$ cat src/rtl/pong_pkg.sv
// Shared types and constants for the Pong game controller and graphics stages.
package pong_pkg;

    localparam int unsigned LIVES_W = 2;
    localparam int unsigned TIMER_W = 7;

    typedef enum logic [1:0] {
        StNewGame = 2'd0,
        StPlay    = 2'd1,
        StNewBall = 2'd2,
        StOver    = 2'd3
    } pong_state_e;

    localparam logic [1:0] WinNone = 2'b00;
    localparam logic [1:0] WinP1   = 2'b01;
    localparam logic [1:0] WinP2   = 2'b10;
    localparam logic [1:0] WinDraw = 2'b11;

endpackage

$ cat src/rtl/pong_frame_timer.sv
// Loadable frame-tick down-counter; stops at zero, load wins over a coincident tick.
module pong_frame_timer
    import pong_pkg::*;
#(
    parameter int unsigned Width = TIMER_W
) (
    input  logic             clk,
    input  logic             rst_n,
    input  logic             load_i,
    input  logic [Width-1:0] load_val_i,
    input  logic             tick_i,
    output logic [Width-1:0] count_o,
    output logic             done_o
);

    logic [Width-1:0] count_d, count_q;

    always_comb begin
        count_d = count_q;
        if (load_i) begin
            count_d = load_val_i;
        end else if (tick_i && (count_q != '0)) begin
            count_d = count_q - Width'(1);
        end
    end

    always_ff @(posedge clk or negedge rst_n) begin
        if (!rst_n) begin
            count_q <= '0;
        end else begin
            count_q <= count_d;
        end
    end

    assign count_o = count_q;
    assign done_o  = (count_q == '0);

endmodule

$ cat src/rtl/pong_game_ctrl.sv
// Pong game phase FSM: lives, serve/pause timing, winner and renderer display flags.
module pong_game_ctrl
    import pong_pkg::*;
#(
    parameter int unsigned LIVES_INIT  = 3,
    parameter int unsigned TIMER_TICKS = 120
) (
    input  logic               clk,
    input  logic               rst_n,
    input  logic               tick_60hz_i,
    input  logic [1:0]         btn_i,
    input  logic               miss1_i,
    input  logic               miss2_i,
    output logic [LIVES_W-1:0] ball1_o,
    output logic [LIVES_W-1:0] ball2_o,
    output logic               gra_still_o,
    output logic               serve_o,
    output logic               show_title_o,
    output logic               game_over_o,
    output logic [1:0]         winner_o,
    output logic [1:0]         state_dbg_o
);

    localparam logic [LIVES_W-1:0] LivesInit  = LIVES_W'(LIVES_INIT);
    localparam logic [TIMER_W-1:0] TimerTicks = TIMER_W'(TIMER_TICKS);

    pong_state_e        state_d, state_q;
    logic               btn_q;
    logic [LIVES_W-1:0] ball1_d, ball1_q, ball2_d, ball2_q;
    logic [1:0]         winner_d, winner_q;
    logic               serve_d, serve_q;
    logic               gra_still_q, show_title_q, game_over_q;
    logic               press;
    logic               timer_load, timer_done;
    logic [LIVES_W-1:0] ball1_dec, ball2_dec;
    logic [TIMER_W-1:0] timer_count;

    pong_frame_timer #(
        .Width (TIMER_W)
    ) u_timer (
        .clk        (clk),
        .rst_n      (rst_n),
        .load_i     (timer_load),
        .load_val_i (TimerTicks),
        .tick_i     (tick_60hz_i),
        .count_o    (timer_count),
        .done_o     (timer_done)
    );

    assign press     = (|btn_i) & ~btn_q;
    assign ball1_dec = (miss1_i && (ball1_q != '0)) ? ball1_q - LIVES_W'(1) : ball1_q;
    assign ball2_dec = (miss2_i && (ball2_q != '0)) ? ball2_q - LIVES_W'(1) : ball2_q;

    always_comb begin
        state_d    = state_q;
        ball1_d    = ball1_q;
        ball2_d    = ball2_q;
        winner_d   = winner_q;
        serve_d    = 1'b0;
        timer_load = 1'b0;
        unique case (state_q)
            StNewGame: begin
                if (press) begin
                    state_d = StPlay;
                    serve_d = 1'b1;
                end
            end
            StPlay: begin
                ball1_d = ball1_dec;
                ball2_d = ball2_dec;
                if ((ball1_dec == '0) || (ball2_dec == '0)) begin
                    state_d    = StOver;
                    timer_load = 1'b1;
                    // Bit 0 flags player1 winning, bit 1 player2; both set is a draw.
                    winner_d   = {ball1_dec == '0, ball2_dec == '0};
                end else if (miss1_i || miss2_i) begin
                    state_d    = StNewBall;
                    timer_load = 1'b1;
                end
            end
            StNewBall: begin
                if (timer_done && press) begin
                    state_d = StPlay;
                    serve_d = 1'b1;
                end
            end
            StOver: begin
                if (timer_done) begin
                    state_d = StNewGame;
                end
            end
        endcase
        if (state_d == StNewGame) begin
            ball1_d  = LivesInit;
            ball2_d  = LivesInit;
            winner_d = WinNone;
        end
    end

    // Display flags are derived from the next state so they change with the state register.
    always_ff @(posedge clk or negedge rst_n) begin
        if (!rst_n) begin
            state_q      <= StNewGame;
            btn_q        <= 1'b0;
            ball1_q      <= LivesInit;
            ball2_q      <= LivesInit;
            winner_q     <= WinNone;
            serve_q      <= 1'b0;
            gra_still_q  <= 1'b1;
            show_title_q <= 1'b1;
            game_over_q  <= 1'b0;
        end else begin
            state_q      <= state_d;
            btn_q        <= |btn_i;
            ball1_q      <= ball1_d;
            ball2_q      <= ball2_d;
            winner_q     <= winner_d;
            serve_q      <= serve_d;
            gra_still_q  <= (state_d != StPlay);
            show_title_q <= (state_d == StNewGame);
            game_over_q  <= (state_d == StOver);
        end
    end

    assign ball1_o      = ball1_q;
    assign ball2_o      = ball2_q;
    assign winner_o     = winner_q;
    assign serve_o      = serve_q;
    assign gra_still_o  = gra_still_q;
    assign show_title_o = show_title_q;
    assign game_over_o  = game_over_q;
    assign state_dbg_o  = state_q;

endmodule

$ cat config.mk
export PLATFORM = sky130hd
export DESIGN_NAME = pong_game_ctrl
export DESIGN_NICKNAME = d
export VERILOG_FILES = /design/src/rtl/pong_pkg.sv /design/src/rtl/pong_frame_timer.sv /design/src/rtl/pong_game_ctrl.sv
export SDC_FILE = /design/constraint.sdc
export NUM_CORES = 1
export LEC_CHECK = 0
export ABC_AREA = 1
export BUFFER_PORTS_ARGS = -buffer_cell sky130_fd_sc_hd__buf_2
export CORE_MARGIN = 4
export CORE_UTILIZATION = 58
export DETAILED_ROUTE_END_ITERATION = 16
export GPL_TIMING_DRIVEN = 0
export MAX_ROUTING_LAYER = met4
export PLACE_DENSITY_LB_ADDON = 0.2
export SLEW_MARGIN = 20
export SYNTH_ARGS = -nofsm -noshare
export SYNTH_HDL_FRONTEND = slang
export SYNTH_SLANG_ARGS = --single-unit
$ cat constraint.sdc
create_clock -name clk -period 2.7 [get_ports clk]
set_input_delay 0.54 -clock clk [delete_from_list [all_inputs] [get_ports clk]]
set_output_delay 0.54 -clock clk [all_outputs]
set_load 0.01 [all_outputs]
==> summary.txt <==
Power and ir drop
  • Peak VDD IR: about 800 uV
  • PwrDens: 1060 mW/mm^2
  • Net Sw Power: 0.000571 W
  • Int Pwr: between 0.0008 and 0.0009 W
  • Combinational Power Share: between 40% and 50%
  • Clk pwr share: 18.3%
  • Sequential power share: 36.9%
  • Leakage: 0.684 nW
  • Switching portion of total power: between 40% and 50%

Worst setup path
  • Buf+Inv Stages, Crit Path: 2
  • Critical Path RT: a little under 3000 ps
  • CP max stage cell: dfstp_2
  • Worst path cell trace: inv_1, ha_1, inv_1, nand2_1, nand2_1, nand2_1, nand3_1, nand3_4, nor2_8, nand2_4, nand2_2
  • Kind of critical path: reg -> reg
  • Crit path max fanout: 9
  • Setup crit end kind: register
  • Crit path launch type: register
  • CP delay by family, top: simple AND/OR/NAND/NOR gates
  • Top cell by count, worst path: nand2_1
  • Slowest stage delay, CP: 570 ps
  • Worst Path Arrival: ~2200 ps

Layout
  • Fillers: 142
  • Finished Layout Cells: approximately 190
  • Synthesis-to-finish area growth: 15.5%
  • Register area: 508 sq um
  • Area of the multi-input gates: approximately 530 sq um
  • Layout cells sized above 1: 29.8%
  • # diodes: 0
  • Nets: between 150 and 200

Hold path
  • Min-Delay Path Class: in -> async

Clock network
  • Hold Buf Count CTS: 0
  • Skew-Pair Late Insertion Delay: 310 ps
  • Post-CTS sizing: 0
  • Clock sinks: 20
  • CTS tree: yes
  • Total CTS buffers: 3
  • # Post-CTS Setup Buffers: 0
  • CTS HTree Levels: 1
  • Root buf cell: clkbuf_4
  • Clk buf depth: 2
  • Reg clk slew, reported paths: ~120 ps

Synth
  • Post-Syn Nets: 150
  • Netlist Area Pre-Place: 0.00112 sq mm
  • Flops & latches, synth: 20
  • Synth area leaders: dfrtp_1, dfstp_2, nand2_1, inv_1, ha_1
  • Ys Warns: 0
  • Register area share after synthesis: 45.2%
  • Mapped Cells: 139
  • Distinct cell type count after synthesis: 26
  • Synth Area per Inst: 8.08 sq um
  • Post-synth top area share: 31.2%
  • Cell taking the most area after synthesis: dfrtp_1

STA
  • RSZ-0062 raised after global routing: false
  • Final Skew: 5.98 ps
  • Min Clock Period, post-route: 1900 ps
  • Peak Freq: 525 MHz
  • Final count of hold timing violations: 0
  • Final setup fails: 0
  • Max Slew Vio Count: 0
  • Worst Tran Pin Value: 442 ps
  • Rel. slew slack: 70.5%
  • Final period utilization: between 70% and 80%
  • Setup_tns: 0 ps

Placed design
  • I/O Buffers: 18
  • Hpwl dp: 1640 um
  • Final GP Congestion: 0.816
  • Placed Cells incl. Taps: 182

GRT
  • GRT Total Usage: 20.1%
  • Initial antenna violation count: 0
  • Pin count of the biggest net entering global routing: 21
  • First-pass GRT wire length: 3840 um
  • Vias in the first global route: 920
  • Total grt overflow: 0

Flow run
  • Max-cap violations: 0

Routing
  • Vias per inst: approximately 5.2
  • DRT Pass-1 Iters: 4
  • Vias: 970
  • Number of remaining DRC errors: 0
  • Total wire length: approximately 2300 um
  • Routed len/inst: 12.2 um
  • Final ANT Viol Nets: 0
  • 1st-iter DRT viols: 26

Die
  • I/O pins: 19
  • DIE HEIGHT: between 50 and 60 um
  • Num rows: 15
  • Die area: 0.00271 sq mm
  • Starting density of the core: 63.0%
  • Placeable Area: 0.00178 sq mm
  • DIE WIDTH: 52.0 um

Outcome
  • Status: complete, no violations
[logic make-up (layout without fill, tap and decap cells)]
family	Yosys count	after routing	share of synthesized area [%]
AND/OR/NAND/NOR	73	73	32.2
XOR/XNOR	3	3	2.34
adder cells (fa/ha/maj)	4	4	4.45
AO/OA/AOI/OAI	16	16	7.79
buffers and inverters	23	45	8.02
flip-flops	20	20	45.2
[metrics by stage]
step	area [sq um]	power [W]	setup WS [ps]	utilization [%]	hold WS (ps)
floorplan	1120	0.000957	1020	-	244
global placement	1240	0.00109	912	69.8	459
detailed placement	1240	0.00112	827	69.8	472
CTS	1300	0.00138	798	72.8	164
global route	1300	0.00149	640	72.8	172
finish	1300	0.00138	796	72.8	146
[registers in the layout, indices dropped and copies added (netlist names)]
signal           cells
state_dbg_o          2
show_title_o         1
ball1_o              2
gra_still_o          1
ball2_o              2
winner_o             2
serve_o              1
game_over_o          1
btn_q                1
u_timer.count_o      7
[cell usage after synthesis]
cell type	n
nand2_1	36
ha_1	4
nand4_1	1
o31ai_1	1
nand3_4	1
a21oi_1	6
nor2_2	5
nand3b_1	1
nor3_1	1
o21ai_1	1
a21boi_0	2
nor2_8	1
o21ai_0	6
nand2_4	1
nand2_2	5
nor2_1	10
dfrtp_1	14
dfstp_2	6
buf_4	1
and3_1	1
xnor2_1	1
xor2_1	2
inv_2	4
or2_2	2
inv_1	18
nand3_1	8
[final cells by class]
cell class                      instances  share of cell area [%]
Buffer                                  1                   0.579
Clock buffer                            3                    1.74
Clock inverter                          1                    2.31
Inverter                               22                    6.36
Multi-Input combinational cell         96                    40.5
Sequential cell                        20                    39.2
Tap cell                               25                    2.41
Timing Repair Buffer                   18                    6.94
[cell usage in the layout (no fill, tap or decap)]
master / Yosys / layout
nor2_1: 10 / 10
buf_4: 1 / 1
nor2_2: 5 / 5
dfstp_2: 6 / 6
nand4_1: 1 / 1
buf_2: 0 / 18
inv_2: 4 / 4
nand3_4: 1 / 1
a21boi_0: 2 / 2
dfrtp_1: 14 / 14
o31ai_1: 1 / 1
nor3_1: 1 / 1
nand3b_1: 1 / 1
and3_1: 1 / 1
xnor2_1: 1 / 1
nand2_4: 1 / 1
o21ai_1: 1 / 1
bufinv_16: 0 / 1
or2_2: 2 / 2
inv_1: 18 / 18
nor2_8: 1 / 1
a21oi_1: 6 / 6
ha_1: 4 / 4
nand2_1: 36 / 36
nand2_2: 5 / 5
o21ai_0: 6 / 6
xor2_1: 2 / 2
clkbuf_4: 0 / 3
nand3_1: 8 / 8
[power by group through the flow]
| stage | combinational (W) | sequential [W] | clock [W] |
|---|---|---|---|
| 2_1_floorplan | 0.000426 | 0.000532 | 0 |
| 3_3_place_gp | 0.000579 | 0.000507 | 0 |
| 3_5_place_dp | 0.000607 | 0.000512 | 0 |
| 4_1_cts | 0.000617 | 0.000508 | 0.000251 |
| 5_1_grt | 0.000697 | 0.000526 | 0.000267 |
| 6_report | 0.000617 | 0.000509 | 0.000252 |
[final timing paths]
check | from | end | slack (ps) | depth (start not counted)
max | ball2_o[0]$_DFFE_PN1P_ | ball2_o[0]$_DFFE_PN1P_ | 800 | 11
min | rst_n | u_timer.count_o[4]$_DFFE_PN0P_ | 150 | 1
max reg2reg | ball2_o[0]$_DFFE_PN1P_ | ball2_o[0]$_DFFE_PN1P_ | 800 | 11
min reg2reg | u_timer.count_o[5]$_DFFE_PN0P_ | u_timer.count_o[5]$_DFFE_PN0P_ | 500 | 2
max in group asynchronous | rst_n | ball2_o[0]$_DFFE_PN1P_ | 2220 | 1
min in group clk | btn_i[0] | btn_q$_DFF_PN0_ | 430 | 3
[per-layer routing]
metal	track usage (%)	vias to the layer above	routed length (um)
met5	-	-	0
met3	3.44	7	124
met2	34.1	30	1100
met1	23.5	455	1000
met4	8.30	0	45
li1	-	478	-
Power figures use the tool's default switching activity.
